## config.mk

```make
export PLATFORM = sky130hd
export DESIGN_NAME = winker_controller
export DESIGN_NICKNAME = d
export VERILOG_FILES = /design/src/rtl/winker_pkg.sv /design/src/rtl/winker_blink_timer.sv /design/src/rtl/winker_controller.sv
export SDC_FILE = /design/constraint.sdc
export NUM_CORES = 1
export LEC_CHECK = 0
export BUFFER_PORTS_ARGS = -buffer_cell sky130_fd_sc_hd__buf_2
export CAP_MARGIN = 20
export CORE_AREA = 2 2 50 52
export DETAILED_ROUTE_END_ITERATION = 10
export DIE_AREA = 0 0 52 54
export MAX_ROUTING_LAYER = met4
export PLACE_DENSITY = 0.81
export RECOVER_POWER = 100
export SYNTH_ARGS = -nofsm -noshare
export SYNTH_HDL_FRONTEND = slang
export SYNTH_SLANG_ARGS = --single-unit
export TNS_END_PERCENT = 5
```

## constraint.sdc

```tcl
create_clock -name clk -period 2.6 [get_ports clk]
set_input_delay 0.13 -clock clk [delete_from_list [all_inputs] [get_ports clk]]
set_output_delay 0.13 -clock clk [all_outputs]
set_load 0.02 [all_outputs]
```

## src/rtl/winker_pkg.sv

```systemverilog
// Shared types and defaults for the turn-signal sequencer.
package winker_pkg;

    typedef enum logic [2:0] {
        ST_IDLE,
        ST_LEFT,
        ST_RIGHT,
        ST_HAZARD,
        ST_FINISH
    } state_e;

    localparam logic [1:0] MODE_IDLE   = 2'd0;
    localparam logic [1:0] MODE_LEFT   = 2'd1;
    localparam logic [1:0] MODE_RIGHT  = 2'd2;
    localparam logic [1:0] MODE_HAZARD = 2'd3;

    localparam int DEF_HALF_PERIOD    = 50;
    localparam int DEF_COMFORT_BLINKS = 3;

endpackage

```

## src/rtl/winker_blink_timer.sv

```systemverilog
// Half-period counter and lamp phase; restart forces a fresh on-half.
module winker_blink_timer #(
    parameter int HALF_PERIOD = 50
) (
    input  logic clk,
    input  logic reset,
    input  logic restart_i,
    input  logic enable_i,
    output logic phase_o,
    output logic on_last_o
);

    localparam int CW = $clog2(HALF_PERIOD);
    localparam logic [CW-1:0] LAST = CW'(HALF_PERIOD - 1);

    logic [CW-1:0] cnt_q;
    logic          phase_q;
    logic          wrap;

    assign wrap = (cnt_q == LAST);

    always_ff @(posedge clk) begin
        if (reset) begin
            cnt_q   <= '0;
            phase_q <= 1'b0;
        end else if (restart_i) begin
            cnt_q   <= '0;
            phase_q <= 1'b1;
        end else if (enable_i) begin
            if (wrap) begin
                cnt_q   <= '0;
                phase_q <= ~phase_q;
            end else begin
                cnt_q <= cnt_q + CW'(1);
            end
        end else begin
            cnt_q   <= '0;
            phase_q <= 1'b0;
        end
    end

    assign phase_o   = phase_q;
    assign on_last_o = enable_i & phase_q & wrap;

endmodule

```

## src/rtl/winker_controller.sv

```systemverilog
// Turn-signal arbiter/sequencer with comfort auto-cancel and blink counting.
// Hazard mode is built only when WINKER_HAZARD_EN is defined.
module winker_controller import winker_pkg::*; #(
    parameter int HALF_PERIOD    = DEF_HALF_PERIOD,
    parameter int COMFORT_BLINKS = DEF_COMFORT_BLINKS,
    parameter int CNT_W          = 8
) (
    input  logic             clk,
    input  logic             reset,
    input  logic             left_req,
    input  logic             right_req,
    input  logic             comfort,
    input  logic             hazard,
    input  logic             off,
    output logic             lamp_left,
    output logic             lamp_right,
    output logic [1:0]       mode,
    output logic             busy,
    output logic [CNT_W-1:0] blink_count,
    output logic             done
);

    localparam logic [CNT_W-1:0] CNT_MAX   = '1;
    localparam logic [CNT_W-1:0] COMFORT_N = CNT_W'(COMFORT_BLINKS);

    state_e            state_q, state_d;
    logic              comfort_q, comfort_d;
    logic [CNT_W-1:0]  blink_q, blink_d, blink_inc;
    logic              entry, one_req, hz_on, phase, on_last;

`ifdef WINKER_HAZARD_EN
    assign hz_on = hazard;
`else
    logic unused_hazard;
    assign unused_hazard = hazard;
    assign hz_on         = 1'b0;
`endif

    assign one_req   = left_req ^ right_req;
    assign blink_inc = (blink_q == CNT_MAX) ? blink_q : blink_q + CNT_W'(1);

    always_comb begin
        state_d   = state_q;
        comfort_d = comfort_q;
        entry     = 1'b0;
        case (state_q)
            ST_IDLE: begin
                if (hz_on) begin
                    state_d   = ST_HAZARD;
                    comfort_d = 1'b0;
                    entry     = 1'b1;
                end else if (one_req) begin
                    state_d   = left_req ? ST_LEFT : ST_RIGHT;
                    comfort_d = comfort;
                    entry     = 1'b1;
                end
            end
            ST_LEFT, ST_RIGHT: begin
                if (hz_on) begin
                    state_d   = ST_HAZARD;
                    comfort_d = 1'b0;
                    entry     = 1'b1;
                end else if (off) begin
                    state_d = ST_FINISH;
                end else if (one_req) begin
                    // Same side re-enters too, restarting phase, count and comfort.
                    state_d   = left_req ? ST_LEFT : ST_RIGHT;
                    comfort_d = comfort;
                    entry     = 1'b1;
                end else if (comfort_q && on_last && blink_inc == COMFORT_N) begin
                    state_d = ST_FINISH;
                end
            end
`ifdef WINKER_HAZARD_EN
            ST_HAZARD: if (!hazard) state_d = ST_FINISH;
`endif
            ST_FINISH: state_d = ST_IDLE;
            default:   state_d = ST_IDLE;
        endcase

        if (entry || state_d == ST_IDLE) blink_d = '0;
        else if (on_last)                blink_d = blink_inc;
        else                             blink_d = blink_q;
    end

    always_ff @(posedge clk) begin
        if (reset) begin
            state_q   <= ST_IDLE;
            comfort_q <= 1'b0;
            blink_q   <= '0;
        end else begin
            state_q   <= state_d;
            comfort_q <= comfort_d;
            blink_q   <= blink_d;
        end
    end

    winker_blink_timer #(.HALF_PERIOD(HALF_PERIOD)) u_timer (
        .clk       (clk),
        .reset     (reset),
        .restart_i (entry),
        .enable_i  (busy),
        .phase_o   (phase),
        .on_last_o (on_last)
    );

    // Outputs decode only registered state, so no input reaches them combinationally.
    always_comb begin
        lamp_left  = 1'b0;
        lamp_right = 1'b0;
        mode       = MODE_IDLE;
        busy       = 1'b0;
        done       = 1'b0;
        case (state_q)
            ST_LEFT: begin
                lamp_left = phase;
                mode      = MODE_LEFT;
                busy      = 1'b1;
            end
            ST_RIGHT: begin
                lamp_right = phase;
                mode       = MODE_RIGHT;
                busy       = 1'b1;
            end
`ifdef WINKER_HAZARD_EN
            ST_HAZARD: begin
                lamp_left  = phase;
                lamp_right = phase;
                mode       = MODE_HAZARD;
                busy       = 1'b1;
            end
`endif
            ST_FINISH: done = 1'b1;
            default: ;
        endcase
    end

    assign blink_count = blink_q;

endmodule

```

==> impl_metrics.ini <==
[setup_path]
critPathKind = flip-flop to flip-flop
ff2ff_setup_slack_ps = 420
endpoint_kind = flip-flop
critPathMaxStageDelay_ps = 680
cpMostUsedCell = or4_1
cp.arrival_ps = 2420
cpLargestDelayFamily = simple AND/OR/NAND/NOR gates
worstPathRequired_ps = 2840
crit_path_top_delay_cell = or4_1
path_cells = ha_1 -> nand4b_1 -> or4_1 -> or4_1 -> a21oi_1
start_kind = flip-flop
cp_max_fo = 9
crit_buf_inv = 0

[synthesis]
synthesis.nets = 143
synth.most_common_cell = dfxtp_1
synth.top_cell.area_share_pct = 35.10
synth-edff-count = 0
ys_ff_latch = 19
avgSynthCellArea_um2 = 8.147
synthCells = 133
async_flop_share_pct = 0
netlist.top_cell.by_area = dfxtp_1
yosysWarnings = 0
ys_types = 38
synth_flop_cell = dfxtp_1
synth_commonest_cells = dfxtp_1 (19), a21oi_1 (12), nor2_1 (11)
syn-cell-area_um2 = 1084
ys_seq_area_share_pct = 35.10
synth.area.top_cells = dfxtp_1 (35%), a21oi_1 (5.5%), xnor2_1 (4.8%), nor3_1 (4.2%), nor2_1 (3.8%)

[worst_hold_path]
hold_class = input port to flip-flop

[detailed_routing]
wl_met1_um = 963
routedWlPerCell_um = 12.09
met2_length_um = 1137
firstDrtPassIters = 4
drc = 0
drt-initial-drc-count = 13
wl_met3_um = 61
top_layer_used = met4
viasPerCell = 5.650
ant_nets = 0
vias = 1017
routed_wl_um = 2177

[timing]
drv_slew = 0
worst_pin_slew_ps = 658.9
hold_violations = 0
skew_ps = 2.525
period_share_pct = 83.98
min_period_ps = 2184
slew_headroom_pct = 55.74
rsz0062_at_grt = false
finalSetupTns_ps = 0
clock.fmax_ghz = 0.4580
setup_viol = 0

[clock_network]
ctsRootBufferMaster = clkbuf_4
numCtsBuffers = 3
cts_max_level = 1
clk_transition_reported_paths_ps = 110
hold_buffers = 0
cts_tree = built
cts_setup_buffers = 0
post_cts_resized = 0
clockBufferDepth = 2
insertion_delay_ps = 300
cts.sink_count = 19

[placement]
routabilityCongestion = 0.8634
io_buffer_count = 19
numPlacedInstances = 176
dpl.hpwl_um = 1678

[cells_and_area]
drive_above_1_share_pct = 7.333
num_antenna_cells = 0
nets = 161
post-route-util_pct = 51.83
final_cell_count_no_fill = 180
area_growth_pct = 10.97

[status]
status = complete, no violations

[power]
ir_drop_mv = 0.3959
leakage_nw = 0.4058
p_per_area_nw_per_um2 = 427.4

[floorplanning]
dieArea_um2 = 2808
start_util_pct = 46.71
chipWidth_um = 52
io_pins = 21
core_area_um2 = 2320
rows = 18
fp.dieH_um = 54

[global_route]
grt_antenna_before_repair = 0
grt_usage_pct = 18.01
grt_pass1_wl_um = 3657
grt_pass1_vias = 913
grt_max_degree = 13
grt-ovfl-total = 0

[flow_run]
cap_violations = 0
[per-stage QoR]
stage	hold WS [ps]	cell area [um2]	worst slack, ps	total power [mW]
2_1_floorplan	199.1	1084	618.4	0.3511
3_3_place_gp	340.2	1192	511.8	0.3660
3_5_place_dp	349.0	1192	441.6	0.3685
4_1_cts	11.83	1222	402.8	0.5215
5_1_grt	16.55	1202	287.3	0.5404
6_report	23.71	1202	416.4	0.5139
[cells in the final DEF, fill, tap and decap left out, types with 3 or more instances in the layout]
master / netlist / layout
inv_1: 6 / 6
or3_1: 3 / 3
and3_1: 3 / 3
o21ai_0: 3 / 3
xnor2_1: 6 / 6
nor3_1: 9 / 9
clkbuf_4: 0 / 3
xor2_1: 3 / 3
nor2_1: 11 / 11
buf_2: 1 / 6
clkbuf_1: 5 / 14
nand3_1: 8 / 8
nor3b_1: 3 / 3
a21oi_1: 12 / 12
ha_1: 3 / 3
nand2_1: 6 / 6
dfxtp_1: 19 / 19
maj3_1: 3 / 3
[logic make-up (layout without fill, tap and decap cells)]
family,Yosys count,in the layout,share of synthesized area [%]
mux,1,1,0.9238
xor+xnor,9,9,7.275
fa+ha+maj,6,6,6.236
compound gates,27,27,15.82
simple gates,57,57,28.98
buf+inv,14,31,5.657
flops,19,19,35.10
[metal layers]
layer,track usage (%),vias to the layer above
met4,3.947,0
met3,5.833,2
met2,35.02,7
met5,-,-
met1,17.20,488
li1,-,520
[path summary, 6_finish.rpt]
check                                   start                     endpoint  cells past startpoint
setup reg to reg  u_timer.cnt_q[0]$_SDFF_PP0_  blink_count[5]$_SDFFE_PP0N_                      5
hold / removal                          reset       comfort_q$_SDFFE_PP0P_                      2
setup / recovery  u_timer.cnt_q[0]$_SDFF_PP0_  blink_count[5]$_SDFFE_PP0N_                      5
hold reg to reg   u_timer.cnt_q[0]$_SDFF_PP0_  u_timer.cnt_q[0]$_SDFF_PP0_                      1
[flip-flops by register name, indices dropped and copies added, names as in the netlist]
signal,cells
blink_count,8
u_timer.cnt_q,6
state_q,3
comfort_q,1
u_timer.phase_o,1
[power by group]
| part | total (mW) | switching, mW | internal, mW |
|---|---|---|---|
| Clock | 0.154 | 0.0951 | 0.0586 |
| Sequential | 0.307 | 0.00888 | 0.298 |
| Combinational | 0.0538 | 0.0311 | 0.0227 |
[area by class of cell]
class                   count  area, um2
clock buffers               3      22.52
clock inverters             1      7.507
fillers                   223       1117
inverters                   6      22.52
multi-input cells         100      641.9
flip-flops and latches     19      380.4
well taps                  30      37.54
repair buffers             21      90.09
Note: power is estimated with default switching activity, not from simulation.
